[src/rtl/wb_grf_pkg.sv]
// Shared CPU encodings for the write-back source select and load type.
// Used by the decoder, the M/W pipeline register and the write-back/register-file stage.
package wb_grf_pkg;

    localparam int XLEN    = 32;
    localparam int NREGS   = 32;
    localparam int REG_AW  = 5;

    typedef enum logic [1:0] {
        MEMTOREG_ALU  = 2'b00,
        MEMTOREG_LOAD = 2'b01,
        MEMTOREG_LINK = 2'b10,
        MEMTOREG_RSVD = 2'b11
    } memtoreg_e;

    // Codes 101-111 are reserved and behave like lw.
    typedef enum logic [2:0] {
        LOAD_LW  = 3'b000,
        LOAD_LBU = 3'b001,
        LOAD_LB  = 3'b010,
        LOAD_LHU = 3'b011,
        LOAD_LH  = 3'b100
    } loadop_e;

endpackage

[src/rtl/wb_grf_load_ext.sv]
// Load extender: picks the addressed byte/halfword out of the raw memory word
// and sign- or zero-extends it; a misaligned halfword offset bit is ignored.
module load_ext
    import wb_grf_pkg::*;
(
    input  logic [XLEN-1:0] rdw_i,
    input  logic [1:0]      offset_i,
    input  logic [2:0]      loadop_i,
    output logic [XLEN-1:0] ext_o
);

    logic [7:0]  byte_v;
    logic [15:0] half_v;

    assign byte_v = 8'(rdw_i >> {offset_i, 3'b000});
    assign half_v = 16'(rdw_i >> {offset_i[1], 4'b0000});

    // NOTE: every output of a combinational block gets a default first, so no path can infer a latch.
    always_comb begin
        ext_o = rdw_i;
        case (loadop_i)
            LOAD_LB:  ext_o = {{24{byte_v[7]}}, byte_v};
            LOAD_LBU: ext_o = {24'd0, byte_v};
            LOAD_LH:  ext_o = {{16{half_v[15]}}, half_v};
            LOAD_LHU: ext_o = {16'd0, half_v};
            default:  ext_o = rdw_i;
        endcase
    end

endmodule

[src/rtl/wb_grf.sv]
// Write-back stage and general register file: selects the write-back data,
// writes it into a 32x32 flop array and serves two bypassed read ports.
module wb_grf
    import wb_grf_pkg::*;
(
    input  logic              clk,
    input  logic              reset,
    input  logic              RegWriteW,
    input  logic [1:0]        MemtoRegW,
    input  logic [2:0]        LoadopW,
    input  logic [XLEN-1:0]   RDW,
    input  logic [XLEN-1:0]   ALUoutW,
    input  logic [XLEN-1:0]   PC_4W,
    input  logic [REG_AW-1:0] AwriteW,
    input  logic [REG_AW-1:0] A1,
    input  logic [REG_AW-1:0] A2,
    output logic [XLEN-1:0]   RD1,
    output logic [XLEN-1:0]   RD2,
    output logic [XLEN-1:0]   WDW
);

    logic [XLEN-1:0] ext_data;
    logic [XLEN-1:0] regs_q [NREGS];
    logic [XLEN-1:0] regs_d [NREGS];
    logic            wr_en;

    load_ext u_load_ext (
        .rdw_i    (RDW),
        .offset_i (ALUoutW[1:0]),
        .loadop_i (LoadopW),
        .ext_o    (ext_data)
    );

    always_comb begin
        WDW = '0;
        case (MemtoRegW)
            MEMTOREG_ALU:  WDW = ALUoutW;
            MEMTOREG_LOAD: WDW = ext_data;
            MEMTOREG_LINK: WDW = PC_4W + 32'd4;
            default:       WDW = '0;
        endcase
    end

    assign wr_en = RegWriteW && (AwriteW != '0);

    always_comb begin
        regs_d = regs_q;
        if (wr_en) begin
            regs_d[AwriteW] = WDW;
        end
    end

    // NOTE: the array is cleared by reset on purpose; it is built from flops so the
    // synchronous clear and same-cycle bypass are possible, unlike a RAM macro.
    // NOTE: sequential state uses non-blocking assignments so all flops update together.
    always_ff @(posedge clk) begin
        if (reset) begin
            for (int i = 0; i < NREGS; i++) begin
                regs_q[i] <= '0;
            end
        end else begin
            regs_q <= regs_d;
        end
    end

    // Write-through: a write to the addressed register is visible in the same cycle.
    always_comb begin
        RD1 = regs_q[A1];
        RD2 = regs_q[A2];
        if (A1 == '0) begin
            RD1 = '0;
        end else if (wr_en && (AwriteW == A1)) begin
            RD1 = WDW;
        end
        if (A2 == '0) begin
            RD2 = '0;
        end else if (wr_en && (AwriteW == A2)) begin
            RD2 = WDW;
        end
    end

endmodule

[config.mk]
export PLATFORM = sky130hd
export DESIGN_NAME = wb_grf
export DESIGN_NICKNAME = d
export VERILOG_FILES = /design/src/rtl/wb_grf_pkg.sv /design/src/rtl/wb_grf_load_ext.sv /design/src/rtl/wb_grf.sv
export SDC_FILE = /design/constraint.sdc
export NUM_CORES = 2
export LEC_CHECK = 0
export ABC_CLOCK_PERIOD_IN_PS = 4200
export BUFFER_PORTS_ARGS = -buffer_cell sky130_fd_sc_hd__buf_4
export CAP_MARGIN = 20
export CORE_MARGIN = 1
export CORE_UTILIZATION = 55
export CTS_CLUSTER_DIAMETER = 50
export DETAILED_ROUTE_END_ITERATION = 16
export PLACE_DENSITY_LB_ADDON = 0.15
export SLEW_MARGIN = 10
export SYNTH_ARGS = -nofsm -noshare
export SYNTH_HDL_FRONTEND = slang
export SYNTH_SLANG_ARGS = --single-unit
[constraint.sdc]
create_clock -name clk -period 4.2 [get_ports clk]
set_input_delay 0.84 -clock clk [delete_from_list [all_inputs] [get_ports clk]]
set_output_delay 0.84 -clock clk [all_outputs]
set_load 0.005 [all_outputs]
==> reports/results.txt <==
Outcome: completed
Xor and xnor area share after synthesis: 0.481%
Layout Cells excl Fill: 6613
Die area: 0.0972 sq mm
Syn Area/Cell: 10.2 sq um
Overflow after GRT: 0
Dpl ws: -0.238 ns
Sw Ratio: 26.3%
Sequential area share after synthesis: 38.8%
Largest net degree at the start of global routing: 215
Hold Path End: regs_q[263]$_SDFFE_PP0P_
CP Capture Type: output port
Final setup violation count: 0
Compound-Gate Fraction of Synth Area: 19.8%
RSZ-0062 raised after global routing: yes
Final Hold Fails: 0
Largest family of logic cells by synthesized area: multiplexers
Area grow syn2layout: 16.9%
Combinational power share: 11.7%
Post-synthesis mux area share: 27.0%
Placed cells: 6382
Nets: 5366
CP arrival: 3.36 ns
Int Pwr: 17.3 mW
Hold Path Depth: 2
Clock power share: 46.0%
Worst Skew: 0 ns
HPWL Detailed: 122000 microns
Crit path required time: 3.36 ns
Synthesized cell area: 0.0528 sq mm
Die Span Y: 312 microns
Wirelength per Cell: 29.0 microns
Top cell type's share of synthesized area: 38.8%
Top post-synthesis cells by area: dfxtp_1 (39%), mux4_2 (24%), a211oi_1 (6.9%)
Iter 0 DRT Violations: 6022
Number of vias per cell: 6.89
Layout cells sized above 1: 27.6%
TritonCTS buffer count: 119
Pre-Repair DR Iteration Count: 6
Fmax: 238 MHz
Syn_nets: 5283
Final core utilization: 64.9%
Reg with most FFs: regs_q
Reg2Reg Depth: 2
Vias in the first global route: 43789
Pwr dens: 380 mW/mm^2
GRT Total Usage: 38.8%
DRC Markers: 0
Fin crit period: 4.20 ns
Placer congestion estimate: 0.913
Simple-gate area share of the yosys netlist: 8.39%
Top flop regs: regs_q x1024
Longest Clk Path Bufs: 3
Static Leak: 21.8 nW
Main synth FF type: dfxtp_1
Synth Area in Adders: 0.0237%
Routed wire length: 192000 microns
Flop-to-flop setup slack: 3.38 ns
Max_cap viols: 0
Vias: 45581
Placement Cell Area: 0.0574 sq mm
Die W: 312 microns
H-tree depth: 3
Sw power: 6.17 mW
First-pass GRT wire length: 283000 microns
Initial antenna violation count: 2
Max VDD drop: 0.396 mV
Number of synthesized flops with an enable pin: 0
Rel. slew slack: 29.3%
Sum Neg Setup Slack: 0 ns
Critical R2R Capture: regs_q[608]$_SDFFE_PP0P_
Hold_sp: regs_q[263]$_SDFFE_PP0P_
Buffers added on ports: 214
Worst r2r src: regs_q[608]$_SDFFE_PP0P_
Row cnt: 113
Number of I/O pins: 215
Post-synthesis register bit count: 1024
Post-synth ARST share: 0%
Antenna Nets Post-Route: 0
WS Path Type: in2out
Post-cts hold buffer count: 0
Skew-Pair Late Insertion Delay: 0.72 ns
Post-route clock period utilization: 100%
Setup WS post-layout: 0.000683 ns
YS warnings: 0
Syn Inst Count: 5163
Clock Pin Slew Worst Setup and Hold Paths: 0.05 ns
Library cells used by synthesis: 72
Fin area: 0.0617 sq mm
Worst-path fanout max: 13
Area leader, netlist: dfxtp_1
FILL cells: 7568
Part of the power in registers: 42.3%
Effective utilization at floorplan: 55.6%
Startpoint Class: primary input
Clk root buf: clkbuf_16
CTS tree: done
Hold WC Path Type: reg2reg
Actual slew at the worst max-slew pin: 1.06 ns
Core Box Area: 0.0950 sq mm
Max reg flops: 1024
Max-slew violation count: 0
TritonCTS Sinks: 1024
## through the flow
step                      power (mW)  hold WS [ns]
final                           23.4         0.470
after global routing            24.0         0.486
after CTS                       23.4         0.467
after detailed placement        12.8         0.460
after global placement          12.7         0.453
after floorplan                 11.6         0.443
## power by group through the flow
stage | Sequential, mW | Combinational [mW] | Clock [mW]
2_1_floorplan | 10.1 | 1.52 | 0
3_3_place_gp | 10.1 | 2.63 | 0
3_5_place_dp | 10.1 | 2.64 | 0
4_1_cts | 9.91 | 2.65 | 10.8
5_1_grt | 9.92 | 2.84 | 11.2
6_report | 9.92 | 2.73 | 10.8
## logic make-up after synthesis
| logic type | Yosys count |
|---|---|
| AO/OA/AOI/OAI | 1729 |
| XOR/XNOR | 29 |
| adder cells (fa/ha/maj) | 1 |
| buffers and inverters | 667 |
| flip-flops | 1024 |
| multiplexers | 720 |
| AND/OR/NAND/NOR | 993 |
## worst max-delay path, cell delays in order
cell	delay [ns]
buf_8	0.12
buf_4	0.17
buf_12	0.19
mux4_2	0.52
mux4_2	0.46
nor2b_1	0.15
nor3_2	0.35
buf_4	0.17
a211oi_1	0.04
buf_4	0.19
buf_4	0.13
## worst max-delay path by stage
stage	startpoint	to	slack, ns	depth (start not counted)
global placement	A1[0]	RD1[17]	-0.25	11
detailed placement	A1[0]	RD1[17]	-0.24	11
CTS	A1[0]	RD1[17]	-0.05	11
finish	A1[1]	RD1[17]	0.0007	11
global route	A1[0]	RD1[17]	-0.04	11
floorplan	A1[1]	RD1[13]	0.44	8
## synth_stat cells, types with 8 or more instances
cell type and n:
a31oi_1 10, nand3_1 89, nor3_1 59, nor2_1 531
nand4_1 14, mux2i_1 144, inv_1 35, dfxtp_1 1024
nor2b_1 82, mux4_2 561, a21oi_1 535, a22oi_1 9
buf_6 13, mux2_2 15, buf_1 22, clkbuf_1 426
nand2_1 140, xor2_1 21, xnor2_1 8, a211oi_1 485
buf_2 136, a221oi_1 16, a21oi_2 8, and4_1 10
and3_1 13, o21ai_0 535, o31ai_1 32, buf_4 34
o22ai_1 36
## layout make-up
type / instances / area [sq um] / area share, %
Multi-Input combinational cell: 3472 / 29900 / 48.5
Sequential cell: 1024 / 20500 / 33.2
Timing Repair Buffer: 593 / 5490 / 8.90
Clock buffer: 164 / 3370 / 5.46
Tap cell: 1265 / 1580 / 2.57
Clock inverter: 58 / 706 / 1.14
Inverter: 36 / 145 / 0.235
Antenna cell: 1 / 2.50 / 0.00406
## cells in the final DEF, fill, tap and decap left out, types with 7 or more instances in the layout
cell and instances:
xnor2_1 8, a31oi_1 10, mux4_2 561, o21ai_0 534, o22ai_1 36, a211oi_1 480
clkbuf_16 121, nor4_1 7, nand4_1 14, a21oi_1 535, nor2_4 32, nand2_1 139
nor2_1 496, clkbuf_1 23, clkinv_4 7, clkbuf_8 22, inv_6 13, a221oi_1 14
nor3_2 7, mux2i_1 144, and3_1 13, o31ai_1 32, nand3_1 89, xor2_1 21
bufinv_16 13, a22oi_1 8, nor2b_1 80, nor3_1 52, buf_4 507, inv_1 33
buf_12 72, clkinv_2 21, dfxtp_1 1024, and4_1 7, mux2_2 15
## metal layers
layer | up-vias | track usage (%) | part of all wire, %
li1 | 19835 | - | -
met5 | - | 0 | 0.035
met3 | 602 | 8.63 | 11
met1 | 22235 | 51.9 | 38
met4 | 4 | 20.2 | 5.8
met2 | 2905 | 58.9 | 45
## what timing repair did
item / CTS / global route
buffers inserted: 0 / 6
endpoints found under the setup margin: 4 / 19
gates cloned: 0 / 2
resized for setup: 5 / 21
pin swaps: 0 / 1
(Power assumes the default switching activity.)
